$ cat src/rtl/lc3b_types.sv
`default_nettype none
// ---------------------------------------------------------------------------
// Module : lc3b_types
// Brief  : Shared types for the LC-3b cache/memory path.
// Rev    : 1.0
// ---------------------------------------------------------------------------
package lc3b_types;

  localparam int unsigned c_LINE_W = 128;

  typedef logic [c_LINE_W-1:0] lc3b_c_line;

  typedef enum logic [1:0] {
    IDLE    = 2'd0,
    SERVE_I = 2'd1,
    SERVE_D = 2'd2
  } arb_state_t;

endpackage
`default_nettype wire

$ cat src/rtl/sat_counter.sv
`default_nettype none
// ---------------------------------------------------------------------------
// Module : sat_counter
// Brief  : Saturating up-counter with synchronous clear.
// Rev    : 1.0
// ---------------------------------------------------------------------------
module sat_counter #(
  parameter int CNT_W = 16
) (
  input  logic             clk,
  input  logic             reset,
  input  logic             i_inc,
  input  logic             i_clr,
  output logic [CNT_W-1:0] o_count
);

  logic [CNT_W-1:0] r_count;

  // Clear beats increment; the count parks at all-ones instead of wrapping.
  always_ff @(posedge clk) begin
    if (reset || i_clr) begin
      r_count <= '0;
    end else if (i_inc && (r_count != {CNT_W{1'b1}})) begin
      r_count <= r_count + 1'b1;
    end
  end

  assign o_count = r_count;

endmodule
`default_nettype wire

$ cat src/rtl/l2_arbiter.sv
`default_nettype none
// ---------------------------------------------------------------------------
// Module : l2_arbiter
// Brief  : Round-robin I/D miss arbiter in front of the shared L2 port.
// Rev    : 1.0
// ---------------------------------------------------------------------------
module l2_arbiter
  import lc3b_types::*;
#(
  parameter int ADDR_W = 16,
  parameter int LINE_W = 128,
  parameter int CNT_W  = 16
) (
  input  logic              clk,
  input  logic              reset,
  input  logic              i_read,
  input  logic [ADDR_W-1:0] i_addr,
  output logic [LINE_W-1:0] i_rdata,
  output logic              i_resp,
  input  logic              d_read,
  input  logic              d_write,
  input  logic [ADDR_W-1:0] d_addr,
  input  logic [LINE_W-1:0] d_wdata,
  output logic [LINE_W-1:0] d_rdata,
  output logic              d_resp,
  output logic              l2_read,
  output logic              l2_write,
  output logic [ADDR_W-1:0] l2_addr,
  output logic [LINE_W-1:0] l2_wdata,
  input  logic [LINE_W-1:0] l2_rdata,
  input  logic              l2_resp,
  output logic              busy,
  input  logic              clr_cnt,
  output logic [CNT_W-1:0]  cnt_i_grant,
  output logic [CNT_W-1:0]  cnt_d_grant,
  output logic [CNT_W-1:0]  cnt_wait
);

  arb_state_t r_state;
  logic       r_last_d;

  logic w_d_req;
  logic w_pick_i;
  logic w_grant_i;
  logic w_grant_d;
  logic w_wait;

  // On a tie, I wins only if D took the previous grant.
  assign w_d_req   = d_read | d_write;
  assign w_pick_i  = i_read & (~w_d_req | r_last_d);
  assign w_grant_i = (r_state == IDLE) & w_pick_i;
  assign w_grant_d = (r_state == IDLE) & ~w_pick_i & w_d_req;
  assign w_wait    = (i_read & (r_state != SERVE_I)) | (w_d_req & (r_state != SERVE_D));

  always_ff @(posedge clk) begin
    if (reset) begin
      r_state  <= IDLE;
      r_last_d <= 1'b0;
    end else begin
      case (r_state)
        IDLE: begin
          if (w_grant_i) begin
            r_state  <= SERVE_I;
            r_last_d <= 1'b0;
          end else if (w_grant_d) begin
            r_state  <= SERVE_D;
            r_last_d <= 1'b1;
          end
        end
        SERVE_I, SERVE_D: begin
          if (l2_resp) r_state <= IDLE;
        end
        default: r_state <= IDLE;
      endcase
    end
  end

  always_comb begin
    l2_read  = 1'b0;
    l2_write = 1'b0;
    l2_addr  = '0;
    l2_wdata = '0;
    i_resp   = 1'b0;
    d_resp   = 1'b0;
    case (r_state)
      SERVE_I: begin
        l2_read = 1'b1;
        l2_addr = i_addr;
        i_resp  = l2_resp;
      end
      SERVE_D: begin
        l2_read  = d_read;
        l2_write = d_write;
        l2_addr  = d_addr;
        l2_wdata = d_wdata;
        d_resp   = l2_resp;
      end
      default: begin
      end
    endcase
  end

  assign i_rdata = l2_rdata;
  assign d_rdata = l2_rdata;
  assign busy    = (r_state != IDLE);

  sat_counter #(.CNT_W(CNT_W)) u_cnt_i_grant (
    .clk     (clk),
    .reset   (reset),
    .i_inc   (w_grant_i),
    .i_clr   (clr_cnt),
    .o_count (cnt_i_grant)
  );

  sat_counter #(.CNT_W(CNT_W)) u_cnt_d_grant (
    .clk     (clk),
    .reset   (reset),
    .i_inc   (w_grant_d),
    .i_clr   (clr_cnt),
    .o_count (cnt_d_grant)
  );

  sat_counter #(.CNT_W(CNT_W)) u_cnt_wait (
    .clk     (clk),
    .reset   (reset),
    .i_inc   (w_wait),
    .i_clr   (clr_cnt),
    .o_count (cnt_wait)
  );

endmodule
`default_nettype wire

$ cat config.mk
export PLATFORM = sky130hd
export DESIGN_NAME = l2_arbiter
export DESIGN_NICKNAME = d
export VERILOG_FILES = /design/src/rtl/lc3b_types.sv /design/src/rtl/sat_counter.sv /design/src/rtl/l2_arbiter.sv
export SDC_FILE = /design/constraint.sdc
export NUM_CORES = 1
export LEC_CHECK = 0
export ABC_AREA = 1
export BUFFER_PORTS_ARGS = -buffer_cell sky130_fd_sc_hd__buf_2
export CORE_AREA = 5 5 289 291
export DETAILED_ROUTE_END_ITERATION = 10
export DIE_AREA = 0 0 294 296
export SLEW_MARGIN = 30
export SYNTH_ARGS = -nofsm -noshare
export SYNTH_HDL_FRONTEND = slang
export SYNTH_SLANG_ARGS = --single-unit
$ cat constraint.sdc
create_clock -name clk -period 3.4 [get_ports clk]
set_input_delay 0.51 -clock clk [delete_from_list [all_inputs] [get_ports clk]]
set_output_delay 0.51 -clock clk [all_outputs]
set_load 0.1 [all_outputs]
==> results.md, run 1 <==
- Chip width: approximately 290 µm
- DP HPWL: 34500 µm
- Port Buffer Count: about 360
- ANT nets after route: 0
- WS Path Type: reg -> out
- DRC errors left: 0
- Design area: about 7600 µm²
- Mapped Avg Cell Area: 5.88 µm²
- Synth Area in Adders: 1.20%
- Final hold vios: 0
- Total Die Area: a little under 90000 µm²
- # fillers: between 9000 and 10000
- CP peak stage delay: roughly 440 ps
- Crit path time final: between 2000 and 3000 ps
- Worst setup margin: between 400 and 500 ps
- Mux share of post-synthesis cell area: 0%
- Req. time, crit path: 2890 ps
- Finished Layout Cells: ~2200
- CP max stage cell: clkinv_1
- First-pass DRT Iterations: 4
- Post-CTS setup buffers: 0
- CP startpoint kind: flip-flop
- Crit path capture type: output pin
- Sw Share: 60.6%
- Largest net degree at the start of global routing: 81
- Clk Latency, worst-skew pair: between 300 and 400 ps
- Status: completed
- IO Pins: ~750
- Rows: between 100 and 150
- Reg-to-Reg Start: r_state[0]$_SDFFE_PP0P_
- Cell variety after synth: 30
- Seq/Total Area, Yosys: ~16%
- CTS buffer count: 5
- Yosys reg bits: 51
- Area Overhead vs Synth: 22.0%
- Clk_skew: 13.4 ps
- Post-cts repair resize count: 0
- WL final: around 39000 µm
- DR WL/cell: roughly 18 µm
- Post-synthesis compound-gate area fraction: ~6.3%
- Layout cells sized above 1: 35.4%
- Die Height: just under 300 µm
- Clock group share of total power: 19.7%
- Mapped Area: around 6200 µm²
- Reg-to-reg slack, setup: 1140 ps
- Arr. time, crit path: between 2000 and 2500 ps
- RSZ-0062 raised after global routing: no
- Syn_nets: ~1400
- Crit share post-route: 87.8%
- Clk slew on worst S/H paths: 70 ps
- Simple-gate share of the synthesized area: 30.3%
- Worst rel slew slack: between 50 and 60%
- First-pass GRT wire length: between 50000 and 60000 µm
- Pwr/cell area: about 410 nW/µm²
- TritonCTS clock tree: built
- Total Power: between 3 and 4 mW
- H-tree depth: 2
- Core area: 80300 µm²
- Max Fclk: ~0.33 GHz
- CTS sink count: 51
- Final Max Slew Viols: 0
- GP Congestion: 0.851
- Initial antenna violation count: 29
- Initial DRC Count: around 270
- Max Buffers Root-to-Sink: 2
- Via count: roughly 6600
- Synthesis Warnings: 0
- Initial Utilization: ~7.8%
- # Max-Cap Violations: 0
- Sequential group share of total power: 19.6%
- Tot GR Track Use: between 8 and 9%
- Switching power: between 1.5 and 2 mW
- Largest family of logic cells by synthesized area: buffers and inverters
- Mean number of vias per cell: ~3
- Final setup violation count: 0
- Grt ovf: 0
- Worst vdd ir: 195 µV
- Least-Margin Pin Slew: approximately 600 ps
- Placement Setup Slack: 657 ps
- CP max FO: 15
- LEAKAGE: approximately 4.3 nW
- Worst R2R End: u_cnt_wait.o_count[15]$_SDFFE_PP0P_
- Dpl cells: about 2200
- Critical path, cell by cell: inv_1 -> ha_1 -> clkinv_1 -> buf_4 -> a21oi_1 -> buf_2
- Root Driver: clkbuf_16
- Area after DPL: 7420 µm²
- Xor/xnor share of the synthesized area: 2.39%
- Worst R2R Path Depth: 9
- Combinational power share: roughly three fifths
- Setup TNS: 0 ps
- Synth Instances: 1060
- Final nets: ~1500
- Vias in the first global route: 6227
- Crit path from: r_state[1]$_SDFFE_PP0P_
- End of the critical path: l2_addr[0]
- Post-CTS Hold Fix Bufs: 0
- Pint: around 1.2 mW
- HP Class: in -> reg
-- cells in the mapped netlist (all sizes together) --
master  instances  area share [%]
clkinv          1           0.060
nand3b          4            0.48
o31ai           1            0.12
a21oi          58             5.1
nor3            2            0.16
o21ai           9             1.0
nand4          14             1.4
xnor2           8             1.1
ha              6             1.2
inv           170              10
dfxtp          51              16
xor2            9             1.3
nor2           77             5.4
nand3          31             2.6
clkbuf         16            0.96
nand2         333              20
or2             1            0.10
buf           269              32
-- stage by stage --
stage | util (%) | hold WS, ps
detailed placement | 9.25 | 480
finish | 9.48 | 449
CTS | 9.46 | 437
global placement | 9.25 | 489
floorplan | - | 450
global route | 9.46 | 443
-- worst min-delay path by stage --
stage                              endpoint  cells past startpoint                    start  slack (ps)
CTS                 r_state[1]$_SDFFE_PP0P_                      2                    reset         440
detailed placement  r_state[0]$_SDFFE_PP0P_                      2  r_state[0]$_SDFFE_PP0P_         480
finish              r_state[1]$_SDFFE_PP0P_                      2                    reset         450
floorplan           r_state[1]$_SDFFE_PP0P_                      2  r_state[1]$_SDFFE_PP0P_         450
global placement    r_state[0]$_SDFFE_PP0P_                      2  r_state[0]$_SDFFE_PP0P_         490
global route        r_state[1]$_SDFFE_PP0P_                      2                    reset         440
-- sequential cells by signal, summed over array words and instances (netlist names) --
| name | cells |
|---|---|
| u_cnt_wait.o_count | 16 |
| r_last_d | 1 |
| r_state | 2 |
| u_cnt_d_grant.o_count | 16 |
| u_cnt_i_grant.o_count | 16 |
-- critical path, delay by kind of cell, from the launching register on --
kind | cells | cell delay [ps]
buffers and inverters | 4 | 1340
AOI/OAI and AO/OA | 1 | 130
DFF | 1 | 390
adders and majority gates | 1 | 290
-- layout by cell type, fill, tap and decap left out, types with 4 or more instances in the layout --
| cell | netlist | layout |
|---|---|---|
| nand3b_1 | 4 | 4 |
| ha_1 | 6 | 5 |
| dfxtp_1 | 51 | 51 |
| clkbuf_16 | 0 | 5 |
| nand4_1 | 14 | 14 |
| buf_4 | 257 | 9 |
| inv_2 | 4 | 4 |
| inv_1 | 166 | 165 |
| a21oi_1 | 50 | 50 |
| xnor2_1 | 8 | 8 |
| nor2_1 | 68 | 67 |
| diode_2 | 0 | 7 |
| nand3_1 | 30 | 30 |
| nand2_1 | 331 | 331 |
| nor2_4 | 5 | 5 |
| buf_2 | 2 | 361 |
| xor2_1 | 9 | 9 |
| a21oi_2 | 8 | 8 |
| o21ai_0 | 6 | 6 |
| nor2_2 | 4 | 5 |
-- power groups by stage --
| stage | registers, mW | clock network, mW | logic [mW] |
|---|---|---|---|
| 2_1_floorplan | 0.662 | 0 | 2.86 |
| 3_3_place_gp | 0.630 | 0 | 1.94 |
| 3_5_place_dp | 0.630 | 0 | 1.94 |
| 4_1_cts | 0.616 | 0.666 | 1.94 |
| 5_1_grt | 0.618 | 0.686 | 2.01 |
| 6_report | 0.616 | 0.619 | 1.91 |
-- logic make-up (layout without fill, tap and decap cells) --
family	count (synthesis)	after routing
buf+inv	456	551
xor+xnor	17	17
fa+ha+maj	6	6
flops	51	51
other cells	0	7
compound gates	68	68
simple gates	462	462
-- routing by layer --
metal	vias to the layer above	share of wire (%)	GRT usage, %	wire, µm
met1	2831	39	9.65	15200
met3	174	13	4.01	4960
met4	8	5.1	3.85	1970
met5	-	0.14	0	53
li1	3083	-	-	-
met2	477	43	13.2	16900
-- area by class of cell --
cell class | count | area [µm²] | share of cell area, %
inverter | 171 | 642 | 8.43
clock buffer | 6 | 129 | 1.69
antenna | 7 | 17.5 | 0.230
tap | 1060 | 1330 | 17.4
multi-input combinational | 553 | 2520 | 33.1
clock inverter | 2 | 38.8 | 0.510
timing repair buffer | 372 | 1910 | 25.2
sequential | 51 | 1020 | 13.4
No activity file was read; power rests on OpenSTA's default activity.
==> run 2: changes to the inputs <==
Settings changed: ABC_AREA 1 to default, CORE_AREA 5 5 289 291 to 5 5 290 292, CTS_CLUSTER_SIZE from default to 20, DIE_AREA 0 0 294 296 to 0 0 295 297.
==> run 2 against run 1 <==
Sequential power barely moved; area after synthesis fell by 11%; sequential share of layout area rose by 1.0 points; worst setup slack got worse by 23 ps; register-to-register slack got worse by 280 ps; worst hold slack improved by 6.3 ps; largest power group unchanged; synthesized cell count fell by 31%; critical endpoint is now l2_addr[5]; design area fell by 7.0%; fmax fell by 0.77%; core utilization fell by 0.78 points; cell count fell by 13%.
==> results.md, run 2 <==
- Root Driver: clkbuf_16
- ANT nets after route: 0
- Setup TNS: 0 ps
- Seq/Total Area, Yosys: ~18%
- DRC errors left: 0
- Crit path time final: between 3000 and 4000 ps
- Finished Layout Cells: slightly below 2000
- Crit share post-route: ~89%
- Mapped Area: around 5600 µm²
- Post-synth top area share: 34.5%
- Mean number of vias per cell: between 2 and 3
- Yosys reg bits: 51
- Synth Instances: between 700 and 800
- Post-CTS setup buffers: 0
- CTS buffer count: 5
- Reg-to-reg slack, setup: 860 ps
- Worst setup margin: roughly 390 ps
- Via count: around 5700
- Synthesis Warnings: 0
- Rows: 105
- Max Buffers Root-to-Sink: 2
- Worst R2R End: u_cnt_wait.o_count[11]$_SDFFE_PP0P_
- Hold_sp: reset
- Clk slew on worst S/H paths: ~70 ps
- Cell variety after synth: 45
- Die Height: 297 µm
- Placement Setup Slack: about 640 ps
- CP max FO: between 60 and 70
- Final setup violation count: 0
- First-pass GRT wire length: 77100 µm
- First-pass DRT Iterations: 4
- Final Util: between 8 and 9%
- Tot GR Track Use: ~14%
- Worst rel slew slack: 45.8%
- Grt ovf: 0
- Dpl cells: approximately 1900
- Arr. time, crit path: about 2500 ps
- Least-Margin Pin Slew: ~810 ps
- Post-cts repair resize count: 0
- Synth Flop Type: dfxtp_1
- Highest-count cells in the layout ignoring fill and taps: buf_2, and2_1, nor2_1
- Hold path depth: 2
- CTS sink count: between 50 and 60
- Clk Latency, worst-skew pair: between 300 and 400 ps
- Final nets: about 1100
- Port Buffer Count: roughly 360
- Pwr/cell area: about 520 nW/µm²
- IO Pins: approximately 750
- Crit path capture type: output pin
- Post-synth ARST share: 0%
- Critical path, cell by cell: inv_1 -> ha_4 -> buf_4 -> a22oi_1 -> nor2b_1 -> buf_12
- Initial Utilization: under 10%
- RSZ-0062 raised after global routing: no
- Req. time, crit path: 2890 ps
- Layout cells sized above 1: a little under half
- CP max stage cell: ha_4
- Worst Hold End: r_last_d$_SDFFE_PP0P_
- Max Fclk: 0.332 GHz
- Initial antenna violation count: 86
- Final hold vios: 0
- Status: completed
- CP startpoint kind: flip-flop
- DR WL/cell: around 34 µm
- Mapped Avg Cell Area: 7.58 µm²
- Synth area leader: buf_4
- Reg-to-Reg Start: r_state[0]$_SDFFE_PP0P_
- HP Class: in -> reg
- Area Overhead vs Synth: 27.1%
- GP Congestion: 0.803
- Post-synth top cells: buf_4, and2_1, nor2_1
- Count leader, synth: buf_4
- Post-CTS Hold Fix Bufs: 0
- Total Die Area: just under 90000 µm²
- # Max-Cap Violations: 0
- Vias in the first global route: between 5000 and 6000
- DP HPWL: slightly above 60000 µm
- Initial DRC Count: between 200 and 300
- Commonest non-fill, non-tap cell in the layout: buf_2
- CP peak stage delay: a little under 600 ps
- Final Max Slew Viols: 0
- LEAKAGE: just over 3 nW
- Syn_nets: between 1000 and 1500
- Worst vdd ir: a little over 300 µV
- Ranking of synthesized cells by area: buf_4, dfxtp_1, and2_1
- Clk_skew: approximately 8.3 ps
- Core area: between 80000 and 90000 µm²
- Chip width: between 200 and 300 µm
- H-tree depth: 2
- TritonCTS clock tree: built
- Worst R2R Path Depth: 8
- WS Path Type: reg -> out
- WL final: around 66000 µm
- EDFF count, synth: 0
- Largest net degree at the start of global routing: 64
run 2: cell count changes after synthesis, moves of 7 or more:
cell      delta
inv_1      -163
nor2b_1     +17
xnor2_1     +17
nor4b_1      +7
nor2_1      -15
a22oi_1     +17
clkbuf_1     +7
nand2_1    -308
and4_1      +10
nor3_1       +9
nand3_1     -15
and2_1     +135
a21oi_1     -42
a21oi_2      -8
run 2: cell families (layout without fill, tap and decap cells):
kind of cell | Yosys count | after routing | synth area share [%]
other cells | 0 | 29 | 0
fa+ha+maj | 6 | 6 | 1.35
buf+inv | 284 | 379 | 36.5
compound gates | 49 | 49 | 6.03
flops | 51 | 51 | 18.3
mux | 1 | 1 | 0.180
xor+xnor | 33 | 33 | 5.19
simple gates | 310 | 310 | 32.4
run 2: report_power, final:
group	total, mW	internal, mW	leakage, nW	switching [mW]
registers	0.618	0.607	0.412	0.0114
clock network	0.607	0.351	0.0806	0.256
logic	2.49	0.380	2.53	2.11
run 2: through the flow:
stage / total power [mW] / hold slack [ps] / cell area, µm²
floorplan: 3.83 / 448 / 5560
finish: 3.71 / 455 / 7070
global placement: 3.17 / 481 / 6830
detailed placement: 3.17 / 490 / 6830
CTS: 3.79 / 439 / 7000
global route: 3.89 / 470 / 7020
run 2: area by class of cell:
| class | count | area, µm² |
|---|---|---|
| diodes | 29 | 72.6 |
| clock buffers | 5 | 125 |
| clock inverters | 3 | 46.3 |
| fillers | 9552 | 74200 |
| inverters | 3 | 11.3 |
| multi-input cells | 399 | 2530 |
| flip-flops and latches | 51 | 1020 |
| well taps | 1070 | 1340 |
| repair buffers | 368 | 1930 |
run 2: worst max path at each step:
| stage | startpoint | endpoint | slack [ps] |
|---|---|---|---|
| 4_1_cts | r_state[0]$_SDFFE_PP0P_ | l2_addr[5] | 280 |
| 3_3_place_gp | r_state[0]$_SDFFE_PP0P_ | l2_addr[6] | 680 |
| 2_1_floorplan | r_state[1]$_SDFFE_PP0P_ | l2_addr[1] | 480 |
| 6_report | r_state[0]$_SDFFE_PP0P_ | l2_addr[5] | 390 |
| 5_1_grt | r_state[0]$_SDFFE_PP0P_ | l2_addr[13] | 180 |
| 3_5_place_dp | r_state[0]$_SDFFE_PP0P_ | l2_addr[5] | 640 |
run 2: critical path, delay by kind of cell, from the launching register on:
family / cells / cell delay (ps)
adders and majority gates: 1 / 580
and+or+nand+nor: 1 / 330
buffers and inverters: 3 / 720
AOI/OAI and AO/OA: 1 / 230
DFF: 1 / 330
run 2: per-layer routing:
layer,share of wire [%],GRT usage [%],up-vias
met5,0.22,0,-
met4,2.0,2.11,24
met3,26,17.5,114
met2,37,18.8,697
met1,36,14.4,2477
li1,-,-,2367
==> run 3: changes to the inputs <==
Settings changed: CAP_MARGIN from default to 20, CORE_AREA 5 5 290 292 to 5 5 287 289, DIE_AREA 0 0 295 297 to 0 0 292 294, MAX_ROUTING_LAYER from default to met4.
==> run 3 against run 2 <==
Clock-buffer cell count increased by 1; wire length fell by 7.5%; global-route usage is 0.44 points lower; worst hold slack lost 27 ps; combinational power fell by 4%; cell count shrank 0.62%; sequential share of layout area rose by 0.082 points; power fell by 4.6%; critical path type unchanged; critical endpoint is now l2_addr[2]; largest cell class unchanged.
==> results.md, run 3 (synthesized netlist as in run 2, its figures left out) <==
- Worst vdd ir: between 200 and 300 µV
- DRC errors left: 0
- WL final: slightly above 60000 µm
- Mean number of vias per cell: just under 3
- Clock group share of total power: between 10% and 20%
- ANT nets after route: 0
- Switching power: 2.28 mW
- CTS sink count: 51
- Clk Latency, worst-skew pair: a little over 300 ps
- CP startpoint kind: flip-flop
- # Max-Cap Violations: 0
- Rows: between 100 and 150
- First-pass DRT Iterations: 4
- Arr. time, crit path: 2440 ps
- Pint: 1.26 mW
- LEAKAGE: 3.00 nW
- Post-cts repair resize count: 0
- Combinational power share: approximately 68%
- DP HPWL: 56700 µm
- Final Util: about 9%
- CP max FO: between 50 and 60
- Crit share post-route: 86.9%
- Initial DRC Count: ~240
- DR WL/cell: ~32 µm
- Least-Margin Pin Slew: about 940 ps
- Final Max Slew Viols: 0
- Crit path capture type: output pin
- Total Die Area: roughly 86000 µm²
- H-tree depth: 2
- Commonest non-fill, non-tap cell in the layout: buf_2
- Pwr/cell area: just over 500 nW/µm²
- Req. time, crit path: between 2000 and 3000 ps
- Worst rel slew slack: between 30% and 40%
- RSZ-0062 raised after global routing: no
- Max Buffers Root-to-Sink: 2
- Final hold vios: 0
- Chip width: about 300 µm
- Initial Utilization: 6.99%
- Crit path time final: between 2000 and 3000 ps
- Tot GR Track Use: 13.7%
- First-pass GRT wire length: 71500 µm
- Core area: roughly 80000 µm²
- Initial antenna violation count: just over 100
- WS Path Type: reg -> out
- Setup TNS: 0 ps
- Status: completed
- GP Congestion: 0.846
- Final setup violation count: 0
- Sequential group share of total power: between 15 and 20%
- Max Fclk: 0.339 GHz
- Area Overhead vs Synth: 26.4%
- Post-CTS Hold Fix Bufs: 0
- Final nets: around 1100
- Grt ovf: 0
- Layout cells sized above 1: ~46%
- Port Buffer Count: 363
- Clk slew on worst S/H paths: 70 ps
- Via count: ~5700
- Highest-count cells in the layout ignoring fill and taps: buf_2, and2_1, nor2_1
- Post-CTS setup buffers: 0
- HP Class: in -> reg
- CTS buffer count: 5
- Clk_skew: roughly 8 ps
- Root Driver: clkbuf_16
- Vias in the first global route: roughly 5400
- Sw Share: roughly 64%
- Largest net degree at the start of global routing: 63
- TritonCTS clock tree: built
- Die Height: slightly below 300 µm
- IO Pins: between 700 and 800
[run 3: layout make-up]
cell class                 instances  area, µm²
antenna                           27       67.6
inverter                           3       11.3
sequential                        51       1020
fill                            9468      72600
timing repair buffer             368       1940
tap                             1060       1330
multi-input combinational        399       2530
clock inverter                     2       12.5
clock buffer                       6        129
[run 3: critical path, cell delays in order (launching register included)]
cell and delay, ps:
dfxtp_1 330, inv_1 120, ha_4 570, a22oi_1 340, nor2b_1 250, buf_2 460
[run 3: metrics by stage]
step | cells | area, µm² | power, mW | hold slack, ps | worst slack, ps
4_1_cts | 1889 | 6970 | 3.62 | 420 | 229
5_1_grt | 1913 | 7030 | 3.68 | 445 | 185
3_3_place_gp | 1881 | 6830 | 3.08 | 484 | 638
6_report | 1916 | 7030 | 3.54 | 429 | 446
3_5_place_dp | 1881 | 6830 | 3.08 | 483 | 584
2_1_floorplan | 734 | 5560 | 3.83 | 448 | 477
[run 3: final timing paths]
path	slack [ps]	cells past startpoint	end	start
worst min register to register	500	1	r_last_d$_SDFFE_PP0P_	r_last_d$_SDFFE_PP0P_
worst max register to register	850	8	u_cnt_wait.o_count[11]$_SDFFE_PP0P_	r_state[0]$_SDFFE_PP0P_
worst max-delay path	450	5	l2_addr[2]	r_state[0]$_SDFFE_PP0P_
worst min-delay path	430	2	r_last_d$_SDFFE_PP0P_	reset
[run 3: power groups by stage]
stage / logic, mW / registers (mW) / clock network (mW)
after floorplan: 3.17 / 0.660 / 0
after global routing: 2.50 / 0.620 / 0.561
final: 2.40 / 0.618 / 0.527
after CTS: 2.45 / 0.617 / 0.548
after global placement: 2.45 / 0.631 / 0
after detailed placement: 2.45 / 0.632 / 0
[run 3: routing by layer]
metal,GRT usage [%],wire [µm],vias to the layer above
met4,1.85,956,0
met2,17.8,22700,705
met3,12.3,11700,82
met1,16.0,25500,2498
li1,-,-,2372
met5,-,0,-
